--- src/rtl/bram_writer_if.sv ---
// Byte-load bus between the UART receive path, BRAM A port A and the control FSM.
// master drives start/rx_*; slave (bram_writer) drives the BRAM port and status.
interface bram_writer_if #(
    parameter int unsigned ADDR_W = 10
);
    localparam int unsigned DATA_W = 8;

    logic              start;
    logic [DATA_W-1:0] rx_data;
    logic              rx_ready;
    logic              ena;
    logic              wea;
    logic [ADDR_W-1:0] addra;
    logic [DATA_W-1:0] dina;
    logic              busy;
    logic              write_done;
    logic              error;

    modport master (
        output start, rx_data, rx_ready,
        input  ena, wea, addra, dina, busy, write_done, error
    );

    modport slave (
        input  start, rx_data, rx_ready,
        output ena, wea, addra, dina, busy, write_done, error
    );
endinterface

--- src/rtl/bram_writer.sv ---
// Streams received UART bytes into BRAM A port A from address 0 until N_BYTES are stored,
// flagging overruns and inter-byte timeouts through a sticky error bit.
module bram_writer #(
    parameter int unsigned N_BYTES        = 1024,
    parameter int unsigned ADDR_W         = 10,
    parameter int unsigned TIMEOUT_CYCLES = 1_000_000
) (
    input  logic clk,
    input  logic rst,
    bram_writer_if.slave bus
);
    localparam int unsigned DATA_W     = 8;
    localparam int unsigned IDX_W      = ADDR_W + 1;
    localparam int unsigned TCNT_W     = (TIMEOUT_CYCLES > 0) ? $clog2(TIMEOUT_CYCLES + 1) : 1;
    localparam bit          TIMEOUT_EN = (TIMEOUT_CYCLES != 0);
    localparam logic [IDX_W-1:0]  IDX_LAST  = IDX_W'(N_BYTES - 1);
    localparam logic [TCNT_W-1:0] TCNT_LAST = TCNT_W'((TIMEOUT_CYCLES > 0) ? TIMEOUT_CYCLES - 1 : 0);

    typedef enum logic [1:0] {
        S_IDLE  = 2'd0,
        S_RECV  = 2'd1,
        S_WRITE = 2'd2,
        S_DONE  = 2'd3
    } state_t;

    state_t              r_state;
    logic [IDX_W-1:0]    r_idx;
    logic [TCNT_W-1:0]   r_tcnt;
    logic [ADDR_W-1:0]   r_addr;
    logic [DATA_W-1:0]   r_data;
    logic                r_error;
    logic                r_ena;
    logic                r_busy;
    logic                r_done;

    state_t              w_state_nxt;
    logic [IDX_W-1:0]    w_idx_nxt;
    logic [TCNT_W-1:0]   w_tcnt_nxt;
    logic [ADDR_W-1:0]   w_addr_nxt;
    logic [DATA_W-1:0]   w_data_nxt;
    logic                w_error_nxt;
    logic                w_ena_nxt;
    logic                w_busy_nxt;
    logic                w_done_nxt;

    // State register
    always_ff @(posedge clk or negedge rst) begin
        if (!rst) begin
            r_state <= S_IDLE;
        end else begin
            r_state <= w_state_nxt;
        end
    end

    // Next-state and next-output logic; outputs are decoded from the next state so they register cleanly
    always_comb begin
        w_state_nxt = r_state;
        w_idx_nxt   = r_idx;
        w_tcnt_nxt  = r_tcnt;
        w_addr_nxt  = r_addr;
        w_data_nxt  = r_data;
        w_error_nxt = r_error;

        unique case (r_state)
            S_IDLE: begin
                // A coincident rx_ready is dropped: the load has not started yet
                if (bus.start) begin
                    w_idx_nxt   = '0;
                    w_tcnt_nxt  = '0;
                    w_error_nxt = 1'b0;
                    w_state_nxt = S_RECV;
                end
            end
            S_RECV: begin
                if (bus.rx_ready) begin
                    w_data_nxt  = bus.rx_data;
                    w_addr_nxt  = r_idx[ADDR_W-1:0];
                    w_state_nxt = S_WRITE;
                end else if (TIMEOUT_EN && (r_tcnt == TCNT_LAST)) begin
                    w_error_nxt = 1'b1;
                    w_state_nxt = S_IDLE;
                end else begin
                    w_tcnt_nxt = r_tcnt + TCNT_W'(1);
                end
            end
            S_WRITE: begin
                // A byte arriving while the write is in flight is lost; flag it but keep loading
                w_idx_nxt  = r_idx + IDX_W'(1);
                w_tcnt_nxt = '0;
                if (bus.rx_ready) begin
                    w_error_nxt = 1'b1;
                end
                w_state_nxt = (r_idx == IDX_LAST) ? S_DONE : S_RECV;
            end
            S_DONE: begin
                w_state_nxt = S_IDLE;
            end
            default: begin
                w_state_nxt = S_IDLE;
            end
        endcase

        w_ena_nxt  = (w_state_nxt == S_WRITE);
        w_busy_nxt = (w_state_nxt == S_RECV) || (w_state_nxt == S_WRITE);
        w_done_nxt = (w_state_nxt == S_DONE);
    end

    // Datapath and output registers
    always_ff @(posedge clk or negedge rst) begin
        if (!rst) begin
            r_idx   <= '0;
            r_tcnt  <= '0;
            r_addr  <= '0;
            r_data  <= '0;
            r_error <= 1'b0;
            r_ena   <= 1'b0;
            r_busy  <= 1'b0;
            r_done  <= 1'b0;
        end else begin
            r_idx   <= w_idx_nxt;
            r_tcnt  <= w_tcnt_nxt;
            r_addr  <= w_addr_nxt;
            r_data  <= w_data_nxt;
            r_error <= w_error_nxt;
            r_ena   <= w_ena_nxt;
            r_busy  <= w_busy_nxt;
            r_done  <= w_done_nxt;
        end
    end

    assign bus.ena        = r_ena;
    assign bus.wea        = r_ena;
    assign bus.addra      = r_addr;
    assign bus.dina       = r_data;
    assign bus.busy       = r_busy;
    assign bus.write_done = r_done;
    assign bus.error      = r_error;

endmodule

--- src/flat_wrapper.sv ---
// flat-port wrapper written by rule: the top's interface ports become plain ports
module bram_writer_flat 
#(
    parameter int unsigned N_BYTES        = 1024,
    parameter int unsigned ADDR_W         = 10,
    parameter int unsigned TIMEOUT_CYCLES = 1_000_000
)
  (clk, rst, bus_start, bus_rx_data, bus_rx_ready, bus_ena, bus_wea, bus_addra, bus_dina, bus_busy, bus_write_done, bus_error);
  bram_writer_if #(.ADDR_W(ADDR_W)) bus_i ();
  input  logic clk;
  input  logic rst;
  input wire logic [$bits(bus_i.start)-1:0] bus_start;
  input wire logic [$bits(bus_i.rx_data)-1:0] bus_rx_data;
  input wire logic [$bits(bus_i.rx_ready)-1:0] bus_rx_ready;
  output wire logic [$bits(bus_i.ena)-1:0] bus_ena;
  output wire logic [$bits(bus_i.wea)-1:0] bus_wea;
  output wire logic [$bits(bus_i.addra)-1:0] bus_addra;
  output wire logic [$bits(bus_i.dina)-1:0] bus_dina;
  output wire logic [$bits(bus_i.busy)-1:0] bus_busy;
  output wire logic [$bits(bus_i.write_done)-1:0] bus_write_done;
  output wire logic [$bits(bus_i.error)-1:0] bus_error;
  assign bus_i.start = bus_start;
  assign bus_i.rx_data = bus_rx_data;
  assign bus_i.rx_ready = bus_rx_ready;
  assign bus_ena = bus_i.ena;
  assign bus_wea = bus_i.wea;
  assign bus_addra = bus_i.addra;
  assign bus_dina = bus_i.dina;
  assign bus_busy = bus_i.busy;
  assign bus_write_done = bus_i.write_done;
  assign bus_error = bus_i.error;
  bram_writer #(.N_BYTES(N_BYTES), .ADDR_W(ADDR_W), .TIMEOUT_CYCLES(TIMEOUT_CYCLES)) u_core (.clk(clk), .rst(rst), .bus(bus_i));
endmodule
--- config.mk ---
export PLATFORM = sky130hd
export DESIGN_NAME = bram_writer_flat
export DESIGN_NICKNAME = d
export VERILOG_FILES = /design/src/rtl/bram_writer_if.sv /design/src/rtl/bram_writer.sv /design/src/flat_wrapper.sv
export SDC_FILE = /design/constraint.sdc
export NUM_CORES = 1
export LEC_CHECK = 0
export BUFFER_PORTS_ARGS = -buffer_cell sky130_fd_sc_hd__buf_2
export CELL_PAD_IN_SITES_DETAIL_PLACEMENT = 1
export CELL_PAD_IN_SITES_GLOBAL_PLACEMENT = 1
export CORE_MARGIN = 5
export CORE_UTILIZATION = 45
export CTS_CLUSTER_SIZE = 30
export DETAILED_ROUTE_END_ITERATION = 8
export GPL_ROUTABILITY_DRIVEN = 0
export PLACE_DENSITY_LB_ADDON = 0.2
export SLEW_MARGIN = 20
export SYNTH_ARGS = -nofsm -noshare
export SYNTH_HDL_FRONTEND = slang
export SYNTH_SLANG_ARGS = --single-unit
--- constraint.sdc ---
create_clock -name clk -period 2.8 [get_ports clk]
set_clock_uncertainty 0.15 [all_clocks]
set_input_delay 0.14 -clock clk [delete_from_list [all_inputs] [get_ports clk]]
set_output_delay 0.14 -clock clk [all_outputs]
set_load 0.005 [all_outputs]
# Yosys cells after proc, flatten, opt, wreduce, memory -nomap -nowiden
# Cells that the tools add are included.
# word_totals
reg_bits	55
ram_bits	0
latch_bits	0
mem_bits_ro	0
inputBits	12
mem_count	0
# classes
n_lt_le_gt_ge	0
eq_ne	13
n_shift	0
div_mod_pow	0
n_reduce_logical	8
n_addsub	2
bitwise_logic	0
multipliers	0
n_mux	16
# op_table
operator	n
$mux 20	3
$pmux 20 s3	1
$pmux 11 s2	1
$add 20x1->20 const B	1
$eq 20x20->1 const B	1
$add 11x1->11 const B	1
$eq 11x10->1 const B	1
$mux 11	1
$eq 2x2->1 const B	4
$mux 2	4
$ne 2x2->1 const B	4
$pmux 2 s4	1
$reduce_and 5->1	1
$eq 2x1->1 const B	2
$mux 1	4
$reduce_and 2->1	2
$reduce_and 4->1	1
$pmux 1 s3	1
$reduce_bool 3->1	1
$logic_not 2->1	1
$ne 2x1->1 const B	1
$reduce_bool 2->1	1
$logic_or 1x1->1	1

# Depth between registers and ports, before layout
# depth
ltp_word	6
ltp_mapped	10
depth_no_buf	9

# Worst setup path after synthesis
# OpenSTA, ideal clock, no wires.
# synth_timing
kind	register to register
from	register u_core.r_state[1]
to	register u_core.r_busy (netlist: u_core.bus.busy)
t_required_ns	2.587
setup_time_ns	0.063
arrival_time_ns	1.917
slack_ns	0.670
period_less_slack_ns	2.130
n_path_buf	1
path_stages_with_launch	11
cell_sequence	dfrtp_1 inv_1 ha_1 buf_2 mux2i_1 a21oi_1 nand2_1 o21ai_0 inv_1 ha_1 inv_1
# synth_via
word_cells_on_any_way	11
# synth_lines
element	line_no	rtl
start, declared	bram_writer.sv:26	state_t r_state;
start signal, assigned	bram_writer.sv:51	r_state <= w_state_nxt;
$eq 2x2->1 (tied with other cells)	bram_writer.sv:64	unique case (r_state)
$pmux 2 s4 (*)	bram_writer.sv:64	
named net u_core.w_state_nxt[0]	bram_writer.sv:36	state_t w_state_nxt;
$eq 2x1->1 / $eq 2x2->1 (equally long branches)	bram_writer.sv:104	w_busy_nxt = (w_state_nxt == S_RECV) || (w_state_nxt == S_WRITE);
$logic_or 1x1->1 (*)	bram_writer.sv:104	
named net u_core.w_busy_nxt	bram_writer.sv:43	logic w_busy_nxt;
end signal, assigned	bram_writer.sv:126	r_busy <= w_busy_nxt;
end, declared	bram_writer.sv:33	logic r_busy;
# Mark *: on every way through the listed nets, which the timed path passes. The rest lies on a longest branch.
# A chain may end at the register's enable or synchronous reset.

# Worst setup path after layout
# layout_timing
from	register u_core.r_state[0]
to	register u_core.r_tcnt[18]
# layout_via
elab_chain_len	3
word_cells_on_any_way	9
# layout_rtl
element	line_no	rtl
$eq 2x1->1 (tied with other cells)	bram_writer.sv:64	
$ne 2x2->1 (no line) / $reduce_bool 3->1 (equally long branches)	-	
$reduce_and 4->1 (no line)	-	
end signal, assigned	bram_writer.sv:121	r_tcnt <= w_tcnt_nxt;
end, declared	bram_writer.sv:28	logic [TCNT_W-1:0] r_tcnt;
# Several ways; a longest one is shown, not always the timed one.

==> impl_metrics.ini <==
[global_routing]
grt_pass1_wl_mm = 10.45
grt.overflow.total = 0
grt_pass1_vias = 2100
gr-usage-all-layers = 0.1722
antenna_found_initial = 0
grt_start_max_net_pins = 56

[cts]
cts_made_buffers = 5
clock-sinks = 55
clkTransAtPathRegs_ns = 0.10
clock_latency_ns = 0.31
cts_root_buffer = clkbuf_8
htreeDepth = 2
cts_resized = 0
cts_buffer_depth = 2
cts_tree = built

[power]
p_leak_nw = 1.450
power_density_nw_per_um2 = 780.5
ir_worst_vdd_mv = 0.4295

[detailed_routing]
via_per_inst = 5.405
vias = 2027
wire_per_inst_um = 15.84
drt_iter0_drc = 76
wl_mm = 5.940
antenna_left = 0
post-route-drc-count = 0
firstDrtPassIters = 4

[logic_synthesis]
yosys_warnings = 0
syn-instance-count = 252
yosysUniqueCellTypes = 44
yosysMostFrequentCell = dfrtp_1
synthXorXnorAreaFrac = 0.07153
yosys-top-cells-area = dfrtp_1 (51%), mux2_2 (7.5%), xor2_1 (6.5%), nor2_1 (4.3%), ha_1 (3.3%)
muxShareOfSynthArea = 0.08453
synth_fa_ha_area_frac = 0.03251
syn_nets = 271
synthSimpleGateAreaFrac = 0.1997
synth_top_area_cell = dfrtp_1
synth_top_family_by_area = simple AND/OR/NAND/NOR gates
synth_top_area_frac = 0.5109
syn_area_um2 = 2694
synth_compound_gate_area_share = 0.06967
synthArstFlopShare = 1.000
ys_seq_area_frac = 0.5109
synth_edf_count = 0
yosys-top-cells-count = dfrtp_1 (55), nor2_1 (31), xor2_1 (20), mux2_2 (18), nand2_1 (18)
synth_area_per_cell_um2 = 10.69
ys.flop_type = dfrtp_1
synth_seq_cells = 55

[status]
status = finished clean

[worst_setup_path]
rr_startpoint = u_core.r_state[0]$_DFF_PN0_
max_stage_delay_ns = 0.47
end_kind = flop
r2r_slack_ns = 0.39
path_delay_family = simple AND/OR/NAND/NOR gates
slowest_stage = and4b_1
worstReg2RegEnd = u_core.r_tcnt[18]$_DFFE_PN0P_
worstPathCellList = inv_1 -> ha_1 -> nand2b_1 -> and4b_1 -> nand3_1 -> or3_1 -> a21oi_1
cp-start-kind = flop
crit_type = reg -> reg
cp_max_fo = 11
crit_arrival_ns = 2.49
r2r_cells = 7
critPathRequiredTime_ns = 2.89
worstPathBufferInverterCount = 1

[sta]
slew_headroom = 0.5313
rsz0062_at_grt = false
setup_tns_ns = 0
period_needed_ns = 2.405
worstMarginPinSlew_ns = 0.7031
fmax_mhz = 415.7
period_share = 0.8591
hold_viol = 0
setup_viol = 0
slew_violations = 0

[worst_hold_path]
hold_path_class = in -> reg
holdPathStages = 4
hold_start = bus_rx_ready
min_to = u_core.r_state[0]$_DFF_PN0_

[die]
dieArea_um2 = 7634
initial_core_util = 0.4577
core_area_um2 = 5886
row_count = 28
die_x_um = 87.37
io_pins = 35
die_y_um = 87.37

[placement]
dpl.cell_count = 358
dp_hpwl_mm = 4.103
placed_cell_area_um2 = 2958
io_buffers = 34

[cells_and_area]
antenna_cells = 0
drive_gt1_frac = 0.2533
fin_nets = 318
fillCellCount = 674
fin_cells = 375
synthToLayoutAreaGrowth_pct = 16.81
design_area_um2 = 3147

[flow_run]
drv_cap = 0
## flip-flops by register name, summed over array words and instances, names as in the netlist
name	flops
u_core.bus.addra	10
u_core.bus.busy	1
u_core.bus.dina	8
u_core.bus.ena	1
u_core.bus.error	1
u_core.bus.write_done	1
u_core.r_idx	11
u_core.r_state	2
u_core.r_tcnt	20
## layout make-up
type	instances	area [µm²]	share of cell area
clock buffers	6	82.58	0.02624
inverters	9	33.78	0.01074
repair buffers	49	305.3	0.09702
clock inverters	2	16.27	0.005169
flip-flops and latches	55	1376	0.4374
well taps	75	93.84	0.02982
multi-input cells	179	1239	0.3936
## kinds of logic after synthesis
family          after synthesis
mux                          20
buf+inv                      18
compound gates               29
flops                        55
xor+xnor                     22
fa+ha+maj                     7
simple gates                101
## worst reg2reg max path: cells and delay by family (launching register included)
family | cells | cell delay, ns
buffers and inverters | 1 | 0.10
and+or+nand+nor | 4 | 1.19
AOI/OAI and AO/OA | 1 | 0.15
adders and majority gates | 1 | 0.32
DFF | 1 | 0.42
## placed cells by master, fill, tap and decap left out, types with 2 or more instances in the layout
| master | n |
|---|---|
| nand3b_1 | 3 |
| nor3_1 | 5 |
| xor2_1 | 20 |
| buf_4 | 6 |
| o21ai_0 | 9 |
| nor2_1 | 31 |
| nand2b_1 | 4 |
| mux2_2 | 18 |
| nand3_1 | 12 |
| nand4_1 | 10 |
| a21oi_1 | 7 |
| o211ai_1 | 5 |
| xnor2_1 | 2 |
| or3_1 | 2 |
| o31ai_1 | 3 |
| inv_1 | 9 |
| clkbuf_8 | 6 |
| buf_2 | 34 |
| nand2_1 | 18 |
| dlygate4sd3_1 | 9 |
| nor4_1 | 2 |
| ha_1 | 7 |
| dfrtp_1 | 55 |
## worst max-delay path by stage
stage,from,to,cells past startpoint
finish,u_core.r_state[0]$_DFF_PN0_,u_core.r_tcnt[18]$_DFFE_PN0P_,7
global route,u_core.r_state[0]$_DFF_PN0_,u_core.r_tcnt[18]$_DFFE_PN0P_,7
CTS,u_core.r_state[0]$_DFF_PN0_,u_core.r_tcnt[18]$_DFFE_PN0P_,7
detailed placement,u_core.r_state[0]$_DFF_PN0_,u_core.r_tcnt[18]$_DFFE_PN0P_,7
global placement,u_core.r_state[1]$_DFF_PN0_,u_core.bus.busy$_DFF_PN0_,9
floorplan,u_core.r_state[1]$_DFF_PN0_,u_core.bus.busy$_DFF_PN0_,10
## layer usage
metal | track usage | routed length, µm
met1 | 0.2427 | 2922
met2 | 0.2705 | 2740
met3 | 0.03690 | 221
met4 | 0.04184 | 56
met5 | 0 | 0
## timing repair
item | CTS | global route
setup buffers | 0 | 0
hold endpoints to repair | 63 | 0
hold buffers | 9 | 0
## metrics by stage
step                power [W]  hold WS, ns  setup WS, ns  utilization
floorplan            0.001649      -0.3056        0.6704            -
global placement     0.001968       0.1675        0.5594       0.5026
detailed placement   0.002001       0.1750        0.4445       0.5026
CTS                  0.002497      0.06599        0.3959       0.5347
global route         0.002635       0.1040        0.1878       0.5347
finish               0.002456      0.08183        0.3945       0.5347
## report_power, final
part | internal, W | leakage (nW) | switching (W)
registers | 0.000942 | 0.736 | 0.000102
logic | 0.000423 | 0.666 | 0.000515
clock network | 0.000203 | 0.0474 | 0.000271
(Power assumes the default switching activity.)
